$ cat config.mk
export PLATFORM = sky130hd
export DESIGN_NAME = muldiv_seq_flat
export DESIGN_NICKNAME = d
export VERILOG_FILES = /design/src/rtl/muldiv_seq_pkg.sv /design/src/rtl/muldiv_seq_if.sv /design/src/rtl/muldiv_addsub.sv /design/src/rtl/muldiv_seq.sv /design/src/flat_wrapper.sv
export SDC_FILE = /design/constraint.sdc
export NUM_CORES = 1
export LEC_CHECK = 0
export ABC_AREA = 1
export CORE_MARGIN = 10
export CORE_UTILIZATION = 45
export DETAILED_ROUTE_END_ITERATION = 7
export PLACE_DENSITY_LB_ADDON = 0.15
export SLEW_MARGIN = 20
export SYNTH_ARGS = -nofsm -noshare
export SYNTH_HDL_FRONTEND = slang
export SYNTH_HIERARCHICAL = 1
export SYNTH_SLANG_ARGS = --single-unit
$ cat constraint.sdc
create_clock -name clk -period 3.2 [get_ports clk]
set_input_delay 0.8 -clock clk [delete_from_list [all_inputs] [get_ports clk]]
set_output_delay 0.8 -clock clk [all_outputs]
set_load 0.005 [all_outputs]
$ cat src/rtl/muldiv_seq_pkg.sv
// Shared constants, op/state encodings and a carry-free negate helper for muldiv_seq.
// Latency: n/a (package).
// Backpressure: n/a (package).
// Contents: WIDTH/CNT_W, op_e encodings, state_e encodings, neg2c().
// Config macro: MULDIV_SIGNED_EN adds the FIX state to state_e.
package muldiv_seq_pkg;

  localparam int WIDTH = 32;
  localparam int CNT_W = $clog2(WIDTH) + 1;

  typedef enum logic [1:0] {
    OP_MULU = 2'b00,
    OP_DIVU = 2'b01,
    OP_MUL  = 2'b10,
    OP_DIV  = 2'b11
  } op_e;

  typedef enum logic [1:0] {
    ST_IDLE = 2'd0,
    ST_CALC = 2'd1,
`ifdef MULDIV_SIGNED_EN
    ST_FIX  = 2'd2,
`endif
    ST_DONE = 2'd3
  } state_e;

  // Two's-complement negate without a carry chain: a bit flips once any
  // lower bit is set. Keeps the add/sub unit the only adder in the block.
  function automatic logic [WIDTH-1:0] neg2c(input logic [WIDTH-1:0] x);
    logic [WIDTH-1:0] r;
    logic             seen;
    r    = '0;
    seen = 1'b0;
    for (int i = 0; i < WIDTH; i++) begin
      r[i] = x[i] ^ seen;
      seen = seen | x[i];
    end
    return r;
  endfunction

endpackage

$ cat src/rtl/muldiv_seq_if.sv
// Request/response bundle between the issue stage and muldiv_seq.
// Latency: n/a (wires only).
// Backpressure: in_valid/in_ready on request, out_valid/out_ready on result.
// master = requester (issue stage), slave = muldiv_seq.
interface muldiv_seq_if;

  logic                             in_valid;
  logic                             in_ready;
  logic [1:0]                       in_op;
  logic [muldiv_seq_pkg::WIDTH-1:0] in_a;
  logic [muldiv_seq_pkg::WIDTH-1:0] in_b;
  logic                             out_valid;
  logic                             out_ready;
  logic [muldiv_seq_pkg::WIDTH-1:0] out_hi;
  logic [muldiv_seq_pkg::WIDTH-1:0] out_lo;
  logic                             out_dz;
  logic                             busy;

  modport master (
    output in_valid, in_op, in_a, in_b, out_ready,
    input  in_ready, out_valid, out_hi, out_lo, out_dz, busy
  );

  modport slave (
    input  in_valid, in_op, in_a, in_b, out_ready,
    output in_ready, out_valid, out_hi, out_lo, out_dz, busy
  );

endinterface

$ cat src/rtl/muldiv_addsub.sv
// Shared 32-bit add/sub: sum = a + (m ? ~b : b) + cin, cf = carry-out.
// Latency: combinational.
// Backpressure: none.
// Ports: a, b operands; m subtract select; cin carry-in; sum result; cf carry flag.
module muldiv_addsub
  import muldiv_seq_pkg::*;
(
  input  logic [WIDTH-1:0] a,
  input  logic [WIDTH-1:0] b,
  input  logic             m,
  input  logic             cin,
  output logic [WIDTH-1:0] sum,
  output logic             cf
);

  logic [WIDTH:0] full;

  assign full = {1'b0, a} + {1'b0, (m ? ~b : b)} + {{WIDTH{1'b0}}, cin};
  assign sum  = full[WIDTH-1:0];
  assign cf   = full[WIDTH];

endmodule

$ cat src/rtl/muldiv_seq.sv
// Iterative 32x32 shift-add multiply / restoring divide on one shared add/sub unit.
// Latency: unsigned result 33 cycles after accept, signed 34, divide-by-zero 1.
// Backpressure: in_ready only in IDLE; result held in DONE until out_ready.
// Ports: clk, rst_n (async active-low), bus (muldiv_seq_if.slave: request, result, busy).
// Config macro: MULDIV_SIGNED_EN enables signed ops 10/11 and the FIX state;
// without it ops 10/11 run as MULU/DIVU.
module muldiv_seq
  import muldiv_seq_pkg::*;
(
  input  logic         clk,
  input  logic         rst_n,
  muldiv_seq_if.slave  bus
);

  state_e           state, state_nxt;
  logic [WIDTH-1:0] hi, lo, divisor;
  logic             is_div, dz;
  logic [CNT_W-1:0] count;

  // Incoming request decode
  op_e              op_in;
  logic             in_div, b_zero;
  logic [WIDTH-1:0] a_mag, b_mag;

  // Shared adder hookup
  logic [WIDTH-1:0] add_a, add_b, add_sum;
  logic             add_m, add_cin, add_cf;
  logic             quo_bit;

  assign op_in  = op_e'(bus.in_op);
  assign in_div = (op_in == OP_DIVU) || (op_in == OP_DIV);
  assign b_zero = (bus.in_b == '0);

`ifdef MULDIV_SIGNED_EN
  logic is_sgn, neg_res, neg_rem;
  logic in_sgn;

  assign in_sgn = (op_in == OP_MUL) || (op_in == OP_DIV);
  // 0x8000_0000 maps to itself, which is its correct unsigned magnitude.
  assign a_mag  = (in_sgn && bus.in_a[WIDTH-1]) ? neg2c(bus.in_a) : bus.in_a;
  assign b_mag  = (in_sgn && bus.in_b[WIDTH-1]) ? neg2c(bus.in_b) : bus.in_b;
`else
  assign a_mag  = bus.in_a;
  assign b_mag  = bus.in_b;
`endif

  always_comb begin
    add_a   = hi;
    add_b   = lo[0] ? divisor : '0;
    add_m   = 1'b0;
    add_cin = 1'b0;
    if (is_div) begin
      add_a   = {hi[WIDTH-2:0], lo[WIDTH-1]};
      add_b   = divisor;
      add_m   = 1'b1;
      add_cin = 1'b1;
    end
`ifdef MULDIV_SIGNED_EN
    if (state == ST_FIX) begin
      // Quotient: 0 - lo. Product high half: ~hi + (lo == 0), i.e. the
      // borrow-propagating top half of a 64-bit negate; the low half is
      // negated carry-free alongside it.
      add_a   = '0;
      add_m   = 1'b1;
      add_b   = is_div ? lo : hi;
      add_cin = is_div ? 1'b1 : (lo == '0);
    end
`endif
  end

  muldiv_addsub u_addsub (
    .a   (add_a),
    .b   (add_b),
    .m   (add_m),
    .cin (add_cin),
    .sum (add_sum),
    .cf  (add_cf)
  );

  // The partial remainder is 32 bits, so the bit shifted out of rem[31]
  // is the 33rd bit of the trial dividend; if set, the subtract always fits.
  assign quo_bit = add_cf | hi[WIDTH-1];

  always_comb begin
    state_nxt = state;
    case (state)
      ST_IDLE: if (bus.in_valid) state_nxt = (in_div && b_zero) ? ST_DONE : ST_CALC;
      ST_CALC: begin
        if (count == CNT_W'(WIDTH - 1)) begin
`ifdef MULDIV_SIGNED_EN
          state_nxt = is_sgn ? ST_FIX : ST_DONE;
`else
          state_nxt = ST_DONE;
`endif
        end
      end
`ifdef MULDIV_SIGNED_EN
      ST_FIX:  state_nxt = ST_DONE;
`endif
      ST_DONE: if (bus.out_ready) state_nxt = ST_IDLE;
      default: state_nxt = ST_IDLE;
    endcase
  end

  always_ff @(posedge clk or negedge rst_n) begin
    if (!rst_n) state <= ST_IDLE;
    else        state <= state_nxt;
  end

  always_ff @(posedge clk or negedge rst_n) begin
    if (!rst_n) begin
      hi      <= '0;
      lo      <= '0;
      divisor <= '0;
      is_div  <= 1'b0;
      dz      <= 1'b0;
      count   <= '0;
`ifdef MULDIV_SIGNED_EN
      is_sgn  <= 1'b0;
      neg_res <= 1'b0;
      neg_rem <= 1'b0;
`endif
    end else begin
      case (state)
        ST_IDLE: begin
          if (bus.in_valid) begin
            count   <= '0;
            is_div  <= in_div;
            divisor <= b_mag;
            dz      <= in_div && b_zero;
            if (in_div && b_zero) begin
              hi <= bus.in_a;
              lo <= '1;
            end else begin
              // MUL {hi,lo}={0,a} and DIV {rem,quo}={0,a} share one load.
              hi <= '0;
              lo <= a_mag;
            end
`ifdef MULDIV_SIGNED_EN
            is_sgn  <= in_sgn;
            neg_res <= in_sgn && (bus.in_a[WIDTH-1] ^ bus.in_b[WIDTH-1]);
            neg_rem <= in_sgn && bus.in_a[WIDTH-1];
`endif
          end
        end
        ST_CALC: begin
          count <= count + CNT_W'(1);
          if (is_div) begin
            hi <= quo_bit ? add_sum : add_a;
            lo <= {lo[WIDTH-2:0], quo_bit};
          end else begin
            {hi, lo} <= {add_cf, add_sum, lo[WIDTH-1:1]};
          end
        end
`ifdef MULDIV_SIGNED_EN
        ST_FIX: begin
          if (is_div) begin
            if (neg_res) lo <= add_sum;
            if (neg_rem) hi <= neg2c(hi);
          end else if (neg_res) begin
            hi <= add_sum;
            lo <= neg2c(lo);
          end
        end
`endif
        default: ;
      endcase
    end
  end

  assign bus.in_ready  = (state == ST_IDLE);
  assign bus.busy      = (state != ST_IDLE);
  assign bus.out_valid = (state == ST_DONE);
  assign bus.out_hi    = hi;
  assign bus.out_lo    = lo;
  assign bus.out_dz    = dz;

endmodule

$ cat src/flat_wrapper.sv
// flat-port wrapper written by rule: the top's interface ports become plain ports
module muldiv_seq_flat import muldiv_seq_pkg::*;
  (clk, rst_n, bus_in_valid, bus_in_op, bus_in_a, bus_in_b, bus_out_ready, bus_in_ready, bus_out_valid, bus_out_hi, bus_out_lo, bus_out_dz, bus_busy);
  muldiv_seq_if bus_i ();
  input  logic clk;
  input  logic rst_n;
  input wire logic [$bits(bus_i.in_valid)-1:0] bus_in_valid;
  input wire logic [$bits(bus_i.in_op)-1:0] bus_in_op;
  input wire logic [$bits(bus_i.in_a)-1:0] bus_in_a;
  input wire logic [$bits(bus_i.in_b)-1:0] bus_in_b;
  input wire logic [$bits(bus_i.out_ready)-1:0] bus_out_ready;
  output wire logic [$bits(bus_i.in_ready)-1:0] bus_in_ready;
  output wire logic [$bits(bus_i.out_valid)-1:0] bus_out_valid;
  output wire logic [$bits(bus_i.out_hi)-1:0] bus_out_hi;
  output wire logic [$bits(bus_i.out_lo)-1:0] bus_out_lo;
  output wire logic [$bits(bus_i.out_dz)-1:0] bus_out_dz;
  output wire logic [$bits(bus_i.busy)-1:0] bus_busy;
  assign bus_i.in_valid = bus_in_valid;
  assign bus_i.in_op = bus_in_op;
  assign bus_i.in_a = bus_in_a;
  assign bus_i.in_b = bus_in_b;
  assign bus_i.out_ready = bus_out_ready;
  assign bus_in_ready = bus_i.in_ready;
  assign bus_out_valid = bus_i.out_valid;
  assign bus_out_hi = bus_i.out_hi;
  assign bus_out_lo = bus_i.out_lo;
  assign bus_out_dz = bus_i.out_dz;
  assign bus_busy = bus_i.busy;
  muldiv_seq u_core (.clk(clk), .rst_n(rst_n), .bus(bus_i));
endmodule
==> summary.md <==
| Metric | Value |
|---|---|
| Outcome | finished, violations left |
| Violated checks | setup timing |
| Die height | 167 um |
| Diode count | 0 |
| Main synth FF type | dfrtp_1 |
| Critical path peak fanout | 8 |
| Mux cell area share after synthesis | 0% |
| Syn Inst Count | 1600 |
| Main combinational cell family by area after synthesis | simple AND/OR/NAND/NOR gates |
| Measured slew at the worst slew-check pin | 0.891 ns |
| Largest net degree at the start of global routing | 93 |
| Worst Path Arrival | 3.69 ns |
| Initial antenna violation count | 0 |
| Non-filler cells, final | 2122 |
| Setup CP Type | flop to flop |
| Clock tree buffer depth | 2 |
| Cells on worst reg2reg path | 20 |
| Yosys cell types | 38 |
| Worst Setup EP | u_core/bus.out_hi[25] |
| Final hold vios | 0 |
| WP data required | 3.49 ns |
| RSZ-0062 raised after global routing | true |
| Synth Area in Compound Gates | 17.8% |
| Register clock-pin slew on the reported worst setup and hold paths | 0.08 ns |
| Iter 0 DRT Violations | 825 |
| Final Util | 62.2% |
| Crit path max-delay family | simple AND/OR/NAND/NOR gates |
| Share of cells above drive strength 1 | 15.6% |
| # fillers | 1979 |
| Hold buffer count at CTS | 0 |
| Final setup vio count | 33 |
| Worst path max stage delay | 0.52 ns |
| Reg2reg setup slack | -0.20 ns |
| Worst Hold Class | input pin to asynchronous set/reset pin |
| CP bufs+invs | 3 |
| Crit end category | flop |
| Worst setup margin | -0.197 ns |
| CTS tree | done |
| # rows | 53 |
| Clock latency on the worst-skew pair | 0.36 ns |
| Number of synthesis warnings | 6 |
| Post-synth EDFFs | 0 |
| Detail Route Antenna Nets | 0 |
| Synth top area cells | dfrtp_1 (27%), nand2_1 (17%), inv_1 (11%) |
| Clock skew | 0.00902 ns |
| Nets | 1946 |
| Launch point of the worst path | u_core/is_div |
| Slew Limit Fails | 0 |
| GRT Overall Usage | 22.9% |
| Critical Path, Cell by Cell | nor2_4, nor2_2, xnor2_2, fa_2, fa_2, inv_2, nand3_4, nand3_4, nand2_4, a21oi_4, nor2_4, o21ai_4, nor2_4, buf_12, buf_16, nand3_1, nand3_1, nand2_1, a21oi_1, a21boi_1 |
| Placed Instances | 2095 |
| Detailed-route wire length | 33.7 mm |
| Yosys top cell area share | 27.3% |
| Syn_nets | 1704 |
| Avg Synthesized Cell Area | 6.08 sq um |
| Most common cell in the netlist | nand2_1 |
| Vias per inst | 5.10 |
| Adder-cell share of the synthesized area | 4.53% |
| Slew headroom | 40.6% |
| Initial core utilization | 46.0% |
| I/O Pins | 138 |
| Post-Synth Simple-Gate Area | 30.9% |
| H-Tree Depth | 3 |
| Vias in the first global route | 10200 |
| Area after DPL | 0.0124 sq mm |
| GRT overflow | 0 |
| Final period util | 106% |
| HPWL after DPL | 25.5 mm |
| Final non-filler cell area | 0.0132 sq mm |
| Stages on worst setup path | 20 |
| IO buf count | 136 |
| Register area share after synthesis | 27.3% |
| Die ar. | 0.0279 sq mm |
| Synth area leader | dfrtp_1 |
| Xor/xnor share of the synthesized area | 4.23% |
| CTS root buf | clkbuf_16 |
| Syn Std Cell Area | 0.00972 sq mm |
| Global-route wire length before repair | 52.9 mm |
| DRC | 0 |
| Reg-to-Reg End | u_core/bus.out_hi[25] |
| Register Area | 0.00266 sq mm |
| Max Freq | 294 MHz |
| Die Width | 167 um |
| GP Congestion | 0.930 |
| Max Cap Violations | 0 |
| Synth cell count leaders | nand2_1 (447), inv_1 (286), nor2_1 (160) |
| Min Clock Period, post-route | 3.40 ns |
| Startpoint Class | flop |
| Synthesized flop and latch total | 106 |
| Most common cell type on the critical path | nor2_4 |
| Worst path slowest cell | dfrtp_4 |
| Multi-input gate area in the final layout | 0.00590 sq mm |
| Area growth, synth to finish | 35.4% |
| R2r startpoint | u_core/is_div |
| TritonCTS Buffers | 9 |
| CTS sink cnt | 106 |
| Vias after detailed routing | 10800 |
| Post-DR wirelength/cell | 15.9 um |
| First-pass DRT Iterations | 7 |
| Core area | 0.0212 sq mm |
| Ys async rst share | 100% |
-- what timing repair did --
action / CTS / global route
gates resized for setup: 91 / 29
pin swaps: 44 / 17
setup buffers: 5 / 2
setup endpoints to repair: 32 / 33
gates cloned: 2 / 2
-- worst reg2reg max path, delay by kind of cell (launching register included) --
kind                       cells  cell delay (ns)
buffers and inverters          3             0.40
xor gates and xnor gates       1             0.14
DFF                            1             0.52
AOI/OAI and AO/OA              4             0.66
and+or+nand+nor               10             0.81
adders and majority gates      2             0.79
-- registers in the layout (all words and copies together), names as in the netlist --
signal and count:
u_core/is_div 1, u_core/bus.out_hi 32, u_core/bus.out_lo 32, u_core/state 2
u_core/divisor 32, u_core/count 6, u_core/bus.out_dz 1
-- cells by family after synthesis --
group,after synthesis
simple gates,740
buf+inv,365
compound gates,308
flops,106
xor+xnor,47
fa+ha+maj,34
-- worst min-delay path by stage --
| stage | startpoint | to | slack, ns |
|---|---|---|---|
| final | rst_n | u_core/bus.out_hi[9] | 0.43 |
| after global routing | rst_n | u_core/bus.out_hi[8] | 0.47 |
| after CTS | rst_n | u_core/bus.out_hi[7] | 0.46 |
| after detailed placement | u_core/divisor[25] | u_core/divisor[25] | 0.47 |
| after global placement | u_core/divisor[1] | u_core/divisor[1] | 0.47 |
| after floorplan | u_core/divisor[1] | u_core/divisor[1] | 0.45 |
-- metrics by stage --
step                      worst slack, ns  hold slack, ns  TNS [ns]
final                              -0.197           0.434     -4.40
after CTS                          -0.110           0.463     -1.29
after global routing               -0.327           0.471     -8.21
after detailed placement           -0.236           0.473     -4.05
after floorplan                   0.00369           0.453         0
after global placement             -0.169           0.472     -2.72
-- cells in the final DEF, fill, tap and decap left out, drive strengths merged --
| cell | n |
|---|---|
| nand2 | 454 |
| nor3 | 31 |
| a21oi | 134 |
| clkdlybuf4s50 | 135 |
| clkbuf | 13 |
| o21bai | 2 |
| a21boi | 56 |
| or2 | 11 |
| inv | 292 |
| o211ai | 1 |
| a22o | 1 |
| o22ai | 1 |
| o21ai | 103 |
| buf | 170 |
| bufinv | 1 |
| nand3 | 66 |
| nor2 | 166 |
| nand4 | 10 |
| a2bb2oi | 1 |
| xor2 | 44 |
| and2 | 2 |
| fa | 2 |
| a22oi | 4 |
| clkinv | 1 |
| xnor2 | 3 |
| dfrtp | 106 |
| ha | 32 |
| a21o | 1 |
| o21a | 4 |
-- per-layer routing --
| metal | track usage, % | part of all wire, % | up-vias | wire, um |
|---|---|---|---|---|
| met5 | 0 | 0 | - | 0 |
| met4 | 4.73 | 1.5 | 0 | 507 |
| met3 | 4.54 | 7.4 | 30 | 2480 |
| met2 | 37.1 | 46 | 357 | 15700 |
| met1 | 30.8 | 45 | 5000 | 15100 |
| li1 | - | - | 5434 | - |
-- final cells by class --
cell class	count	share of cell area [%]
clock buffer	11	1.84
clock inverter	5	0.513
inverter	289	8.24
multi-input combinational	1129	44.8
sequential	106	20.2
tap	275	2.61
timing repair buffer	307	21.8
Power is not shown: default switching activity piles up to over one toggle a cycle in this logic, so the estimate is an artifact.
